`config.mk`:
```
export PLATFORM = sky130hd
export DESIGN_NAME = fdiv_round_pack
export DESIGN_NICKNAME = d
export VERILOG_FILES = /design/src/rtl/fpu_pkg.sv /design/src/rtl/fdiv_rshift_jam.sv /design/src/rtl/fdiv_round_pack.sv
export SDC_FILE = /design/constraint.sdc
export NUM_CORES = 1
export LEC_CHECK = 0
export ABC_AREA = 1
export CAP_MARGIN = 20
export CORE_UTILIZATION = 60
export CTS_BUF_LIST = sky130_fd_sc_hd__clkbuf_2
export CTS_CLUSTER_SIZE = 16
export DETAILED_ROUTE_END_ITERATION = 16
export HOLD_SLACK_MARGIN = 0.12
export PLACE_DENSITY = 0.95
export REMOVE_ABC_BUFFERS = 1
export SLEW_MARGIN = 5
export SYNTH_ARGS = -nofsm -noshare
export SYNTH_HDL_FRONTEND = slang
export SYNTH_SLANG_ARGS = --single-unit
```
`constraint.sdc`:
```
create_clock -name clk -period 7.9 [get_ports clk]
set_input_delay 1.58 -clock clk [delete_from_list [all_inputs] [get_ports clk]]
set_output_delay 1.58 -clock clk [all_outputs]
set_load 0.02 [all_outputs]
```
`src/rtl/fpu_pkg.sv`:
```
// Shared encodings for the single-precision FPU divide path: rounding modes,
// operand special classes, fflags bit positions and canonical constants.
package fpu_pkg;

    localparam int EXP_W     = 10;
    localparam int SHIFT_CAP = 26;

    typedef enum logic [2:0] {
        RM_RNE = 3'd0,
        RM_RTZ = 3'd1,
        RM_RDN = 3'd2,
        RM_RUP = 3'd3,
        RM_RMM = 3'd4
    } rm_e;

    typedef enum logic [1:0] {
        SP_NORMAL = 2'b00,
        SP_NAN    = 2'b01,
        SP_INF    = 2'b10,
        SP_ZERO   = 2'b11
    } special_e;

    // Bit positions inside the 5-bit {NV,DZ,OF,UF,NX} fflags vector
    localparam int FF_NV = 4;
    localparam int FF_DZ = 3;
    localparam int FF_OF = 2;
    localparam int FF_UF = 1;
    localparam int FF_NX = 0;

    localparam logic [31:0] CANON_NAN = 32'h7FC0_0000;
    localparam logic [30:0] INF_MAG   = 31'h7F80_0000;
    localparam logic [30:0] MAX_MAG   = 31'h7F7F_FFFF;

    // Reserved rm encodings 5-7 fall back to round-to-nearest-even
    function automatic logic [2:0] rm_legal(input logic [2:0] rm);
        return (rm > RM_RMM) ? RM_RNE : rm;
    endfunction

endpackage

```
`src/rtl/fdiv_rshift_jam.sv`:
```
// Combinational right shift that ORs every bit shifted past the LSB into a
// sticky flag; shifts at or beyond CAP push the whole word into sticky.
module fdiv_rshift_jam #(
    parameter int W    = 25,
    parameter int SH_W = 5,
    parameter int CAP  = 26
) (
    input  logic [W-1:0]    din,
    input  logic [SH_W-1:0] sh,
    output logic [W-1:0]    dout,
    output logic            sticky
);

    always_comb begin
        dout   = '0;
        sticky = |din;
        if (int'(sh) < CAP) begin
            dout   = din >> sh;
            sticky = |(din & ~({W{1'b1}} << sh));
        end
    end

endmodule

```
`src/rtl/fdiv_round_pack.sv`:
```
// Post-divide stage of the binary32 divider: normalise the 1.31 quotient,
// denormalise tiny results, round per rm and pack the result with fflags.
module fdiv_round_pack #(
    parameter int EXP_W     = fpu_pkg::EXP_W,
    parameter int SHIFT_CAP = fpu_pkg::SHIFT_CAP
) (
    input  logic                    clk,
    input  logic                    reset,
    input  logic                    div_valid,
    input  logic [31:0]             div_quotient,
    input  logic [31:0]             div_remainder,
    input  logic                    op_sign,
    input  logic signed [EXP_W-1:0] op_exp,
    input  logic [1:0]              op_special,
    input  logic [1:0]              op_flags,
    input  logic [2:0]              rm,
    output logic                    out_valid,
    input  logic                    out_ready,
    output logic [31:0]             out_result,
    output logic [4:0]              out_flags,
    output logic                    overrun
);
    import fpu_pkg::*;

    localparam int SH_W = $clog2(SHIFT_CAP + 1);
    localparam logic signed [EXP_W:0] ONE_E = (EXP_W+1)'(1);
    localparam logic signed [EXP_W:0] CAP_E = (EXP_W+1)'(SHIFT_CAP);

    function automatic logic round_inc(input logic [2:0] mode, input logic sign,
                                       input logic lsb, input logic g, input logic s);
        case (mode)
            RM_RTZ:  return 1'b0;
            RM_RDN:  return sign & (g | s);
            RM_RUP:  return ~sign & (g | s);
            RM_RMM:  return g;
            default: return g & (s | lsb);
        endcase
    endfunction

    function automatic logic ovf_to_inf(input logic [2:0] mode, input logic sign);
        case (mode)
            RM_RTZ:  return 1'b0;
            RM_RDN:  return sign;
            RM_RUP:  return ~sign;
            default: return 1'b1;
        endcase
    endfunction

    logic                    vld_p1, vld_p2;
    logic                    adv, accept;

    logic signed [EXP_W:0]   e_ext_p0, e_norm_p0, sh_full_p0;
    logic [23:0]             mant_n_p0, mant_p0;
    logic                    g_n_p0, s_n_p0, g_p0, s_p0, tiny_p0;
    logic [SH_W-1:0]         sh_p0;
    logic [24:0]             jam_out;
    logic                    jam_sticky;
    logic [EXP_W-1:0]        exp_p0;

    logic                    sign_p1, g_p1, s_p1, tiny_p1;
    logic [23:0]             mant_p1;
    logic [EXP_W-1:0]        exp_p1;
    logic [1:0]              special_p1, flags_p1;
    logic [2:0]              rm_p1;

    logic                    rnd_inc, rnd_nx, rnd_of;
    logic [24:0]             rnd_mant;
    logic [EXP_W:0]          rnd_exp;
    logic [22:0]             rnd_frac;
    logic [31:0]             res_p1;
    logic [4:0]              fflags_p1;

    assign adv       = !vld_p2 || out_ready;
    assign accept    = div_valid && (!vld_p1 || adv);
    assign out_valid = vld_p2;

    // S0 -> S1: normalise quotient, denormalise when the biased exponent is not positive
    always_comb begin
        e_ext_p0 = {op_exp[EXP_W-1], op_exp};
        if (div_quotient[31]) begin
            mant_n_p0 = div_quotient[31:8];
            g_n_p0    = div_quotient[7];
            s_n_p0    = (|div_quotient[6:0]) | (|div_remainder);
            e_norm_p0 = e_ext_p0;
        end else begin
            mant_n_p0 = div_quotient[30:7];
            g_n_p0    = div_quotient[6];
            s_n_p0    = (|div_quotient[5:0]) | (|div_remainder);
            e_norm_p0 = e_ext_p0 - ONE_E;
        end
        tiny_p0    = (e_norm_p0 <= 0);
        sh_full_p0 = ONE_E - e_norm_p0;
        sh_p0      = (sh_full_p0 >= CAP_E) ? SH_W'(SHIFT_CAP) : sh_full_p0[SH_W-1:0];
    end

    fdiv_rshift_jam #(
        .W    (25),
        .SH_W (SH_W),
        .CAP  (SHIFT_CAP)
    ) u_jam (
        .din    ({mant_n_p0, g_n_p0}),
        .sh     (sh_p0),
        .dout   (jam_out),
        .sticky (jam_sticky)
    );

    always_comb begin
        mant_p0 = mant_n_p0;
        g_p0    = g_n_p0;
        s_p0    = s_n_p0;
        exp_p0  = e_norm_p0[EXP_W-1:0];
        if (tiny_p0) begin
            mant_p0 = jam_out[24:1];
            g_p0    = jam_out[0];
            s_p0    = s_n_p0 | jam_sticky;
            exp_p0  = '0;
        end
    end

    always_ff @(posedge clk or posedge reset) begin
        if (reset) begin
            vld_p1  <= 1'b0;
            overrun <= 1'b0;
        end else begin
            if (accept)
                vld_p1 <= 1'b1;
            else if (adv)
                vld_p1 <= 1'b0;
            if (div_valid && !accept)
                overrun <= 1'b1;
        end
    end

    always_ff @(posedge clk) begin
        if (accept) begin
            sign_p1    <= op_sign;
            mant_p1    <= mant_p0;
            g_p1       <= g_p0;
            s_p1       <= s_p0;
            tiny_p1    <= tiny_p0;
            exp_p1     <= exp_p0;
            special_p1 <= op_special;
            flags_p1   <= op_flags;
            rm_p1      <= rm_legal(rm);
        end
    end

    // S1 -> S2: round, detect overflow, pack binary32 and fflags
    always_comb begin
        rnd_inc  = round_inc(rm_p1, sign_p1, mant_p1[0], g_p1, s_p1);
        rnd_mant = {1'b0, mant_p1} + {24'd0, rnd_inc};
        if (exp_p1 == '0)
            rnd_exp = {{EXP_W{1'b0}}, rnd_mant[23]};
        else
            rnd_exp = {1'b0, exp_p1} + {{EXP_W{1'b0}}, rnd_mant[24]};
        rnd_frac = rnd_mant[24] ? rnd_mant[23:1] : rnd_mant[22:0];
        rnd_nx   = g_p1 | s_p1;
        rnd_of   = (rnd_exp >= (EXP_W+1)'(255));

        fflags_p1        = '0;
        fflags_p1[FF_NV] = flags_p1[1];
        fflags_p1[FF_DZ] = flags_p1[0];
        case (special_p1)
            SP_NAN:  res_p1 = CANON_NAN;
            SP_INF:  res_p1 = {sign_p1, INF_MAG};
            SP_ZERO: res_p1 = {sign_p1, 31'd0};
            default: begin
                fflags_p1[FF_NX] = rnd_nx;
                fflags_p1[FF_UF] = tiny_p1 & rnd_nx;
                if (rnd_of) begin
                    fflags_p1[FF_OF] = 1'b1;
                    fflags_p1[FF_NX] = 1'b1;
                    res_p1 = {sign_p1, ovf_to_inf(rm_p1, sign_p1) ? INF_MAG : MAX_MAG};
                end else begin
                    res_p1 = {sign_p1, rnd_exp[7:0], rnd_frac};
                end
            end
        endcase
    end

    always_ff @(posedge clk or posedge reset) begin
        if (reset) begin
            vld_p2     <= 1'b0;
            out_result <= '0;
            out_flags  <= '0;
        end else if (adv) begin
            vld_p2 <= vld_p1;
            if (vld_p1) begin
                out_result <= res_p1;
                out_flags  <= fflags_p1;
            end
        end
    end

endmodule

```
==> out/metrics.cfg <==
[detailed_routing]
num_vias = 7594
drt-total-wl_um = 20600
dr.pass1.iters = 5
first_iter_violations = 724
via_per_inst = 5.90
ant_nets = 0
drc = 0
wl_per_cell_um = 16.0

[critical_path]
start_kind = register
crit_buf_inv = 6
regToRegSetupSlack_ns = 1.20
required_ns = 8.36
crit_arrival_ns = 7.16
reg2reg_depth = 38
cp_slowest_cell = edfxtp_1
reg2reg_from = rm_p1[2]
crit_fanout = 19
crit_type = register to register
worstSetupStartpoint = rm_p1[2]
end_kind = register
critPathMaxStageDelay_ns = 0.48
r2r-end = out_result[10]
cp_top_family = simple AND/OR/NAND/NOR gates

[sta]
final-max-slew-violation-count = 0
hold_viol = 0
finalCriticalPeriod_ns = 6.70
maxSlewHeadroom_pct = 37.7
setup_tns_ns = 0
rsz0062_at_grt = no
min_period_over_period_pct = 84.8
finClkSkew_ns = 0.0245
setup_viol = 0
setup_ws_ns = 1.20
max_freq_mhz = 149
tightest_slew_ns = 0.925

[power]
ir_drop_uv = 171
switchingPower_mw = 0.496
power_frac_comb_pct = 40.7
p_seq_share_pct = 44.8
p_int_mw = 0.767
power_density_mw_per_mm2 = 152
p_sw_share_pct = 39.3
pwr-share-clk_pct = 14.4
p_leak_nw = 3.71

[logic_synthesis]
yosysWarnings = 0
synth_area_mm2 = 0.00697
ys_types = 47
synth_edf_count = 45
synth-seq-cells = 85
ys_seq_area_share_pct = 33.7
synthesis.instances = 1034
postSynthAreaPerCell_um2 = 6.74
synth-async-reset-ratio_pct = 47.1
yosys.area.top_type = edfxtp_1
ys.flop_type = edfxtp_1
synth_top_cell_area_share_pct = 19.4
synth_area_leaders = edfxtp_1 19%, nand2_1 16%, dfrtp_1 14%, nand3_1 7.4%, inv_1 6.2%

[floorplanning]
fp.dieW_um = 110
io_pins = 125
die_h_um = 110
die_area_mm2 = 0.0121
core-area_mm2 = 0.0114
initial_core_util_pct = 61.3
rows = 39

[clock_network]
cts-root-buf = clkbuf_2
postCtsSetupBuffers = 0
cts_buffers = 9
clk_transition_reported_paths_ns = 0.22
postCtsHoldBufs = 0
ctsResizeCount = 0
htreeDepth = 3
clkLatencyLatePin_ns = 0.56
cts.sink_count = 85
tritoncts = done
clockBufferDepth = 2

[final_layout]
filler_cell_count = 935
drive_gt1_share_pct = 7.35
finish.cell_count_without_fillers = 1287
fin_nets = 1235
synthToLayoutAreaGrowth_pct = 19.5

[min_path]
hold_start = flags_p1[0]
hold_path.class = register to register
hold-path-cell-count = 2
min_to = out_flags[3]

[placed_design]
hpwl_um = 16400
place.gp.congestion = 1.03
place_ws_ns = 1.47
dpl.cell_count = 1269
io_buffers = 124

[global_routing]
grt_pass1_vias = 6984
grt_pass1_wl_um = 33000
grt_usage_pct = 35.8
overflow = 0
grt_start_max_net_pins = 59
antenna_found_initial = 1

[job]
drv_cap = 0

[outcome]
status = finished clean

[cell type report]
cell class / instances / area [um2] / share of cell area (%)
multi-input cells: 787 / 3950 / 47.4
flip-flops and latches: 85 / 2350 / 28.2
repair buffers: 131 / 1290 / 15.5
inverters: 124 / 468 / 5.62
well taps: 143 / 179 / 2.15
clock buffers: 9 / 45.0 / 0.541
clock inverters: 7 / 42.5 / 0.511
diodes: 1 / 2.50 / 0.0300
[stage by stage]
| stage | util, % | hold slack [ns] | total power [mW] | area, um2 |
|---|---|---|---|---|
| CTS | 73.2 | 0.474 | 1.26 | 8320 |
| global route | 73.3 | 0.511 | 1.34 | 8330 |
| finish | 73.3 | 0.469 | 1.26 | 8330 |
| floorplan | - | 0.418 | 0.868 | 6770 |
| detailed placement | 72.4 | 0.430 | 1.08 | 8240 |
| global placement | 72.4 | 0.422 | 1.07 | 8240 |
[registers in the layout, indices dropped and copies added, names as in the netlist]
name,flops
exp_p1,10
tiny_p1,1
sign_p1,1
rm_p1,3
s_p1,1
overrun,1
out_flags,5
g_p1,1
out_result,32
flags_p1,2
out_valid,1
special_p1,2
vld_p1,1
mant_p1,24
[cells in the mapped netlist (9+ instances only)]
| cell | number |
|---|---|
| a21oi_1 | 33 |
| buf_2 | 11 |
| clkbuf_1 | 19 |
| dfrtp_1 | 40 |
| edfxtp_1 | 45 |
| ha_1 | 11 |
| inv_1 | 115 |
| nand2_1 | 296 |
| nand3_1 | 103 |
| nand4_1 | 26 |
| nor2_1 | 78 |
| nor3_1 | 9 |
| nor4_1 | 17 |
| o211ai_1 | 22 |
| o21ai_0 | 70 |
| o21ai_1 | 26 |
| or2_2 | 20 |
| xor2_1 | 11 |
[how the worst max path moves through the flow]
stage / endpoint / slack [ns] / cells past startpoint
5_1_grt: out_result[10] / 0.36 / 38
2_1_floorplan: out_result[12] / 2.82 / 38
4_1_cts: out_result[10] / 1.41 / 38
3_3_place_gp: out_result[12] / 1.72 / 38
3_5_place_dp: out_result[7] / 1.47 / 38
6_report: out_result[10] / 1.20 / 38
[kinds of logic (layout without fill, tap and decap cells)]
kind of cell | count (synthesis) | in the layout | synth area share (%)
mux | 2 | 2 | 0.467
buf+inv | 162 | 271 | 9.65
other cells | 0 | 1 | 0
simple gates | 576 | 576 | 36.9
compound gates | 183 | 183 | 15.4
xor+xnor | 15 | 15 | 1.88
fa+ha+maj | 11 | 11 | 1.97
flops | 85 | 85 | 33.7
[power by group through the flow]
stage,clock (mW),sequential [mW],combinational (mW)
global route,0.201,0.574,0.565
finish,0.182,0.566,0.515
global placement,0,0.572,0.497
CTS,0.185,0.566,0.508
floorplan,0,0.612,0.256
detailed placement,0,0.575,0.505
[worst reg2reg max path, delay by kind of cell, from the launching register on]
| kind | cells | cell delay [ns] |
|---|---|---|
| adders and majority gates | 3 | 0.59 |
| buffers and inverters | 6 | 0.72 |
| AOI/OAI and AO/OA | 3 | 0.90 |
| xor gates and xnor gates | 1 | 0.23 |
| and+or+nand+nor | 25 | 3.66 |
| DFF | 1 | 0.48 |
[cell usage in the layout, fill, tap and decap left out, drive strengths merged, types with 2 or more instances in the layout]
cell type and count:
nand4 26, clkdlybuf4s50 124, a211oi 2, a22o 2
clkbuf 10, inv 123, a21oi 35, xor2 11
ha 11, clkinvlp 4, nand2 305, nor4 17
edfxtp 45, xnor2 4, nor3b 2, a31oi 4
o22ai 8, o21ai 100, buf 6, o211ai 26
clkinv 4, or2 21, nor3 9, nand3 106
mux2i 2, dfrtp 40, nor2 89, o31ai 2
[metal layers]
| layer | GRT usage [%] | wire [um] |
|---|---|---|
| met1 | 42.6 | 8320 |
| met2 | 60.6 | 9700 |
| met3 | 6.11 | 1460 |
| met4 | 20.8 | 1100 |
| met5 | 0 | 0 |
Power figures use the tool's default switching activity.
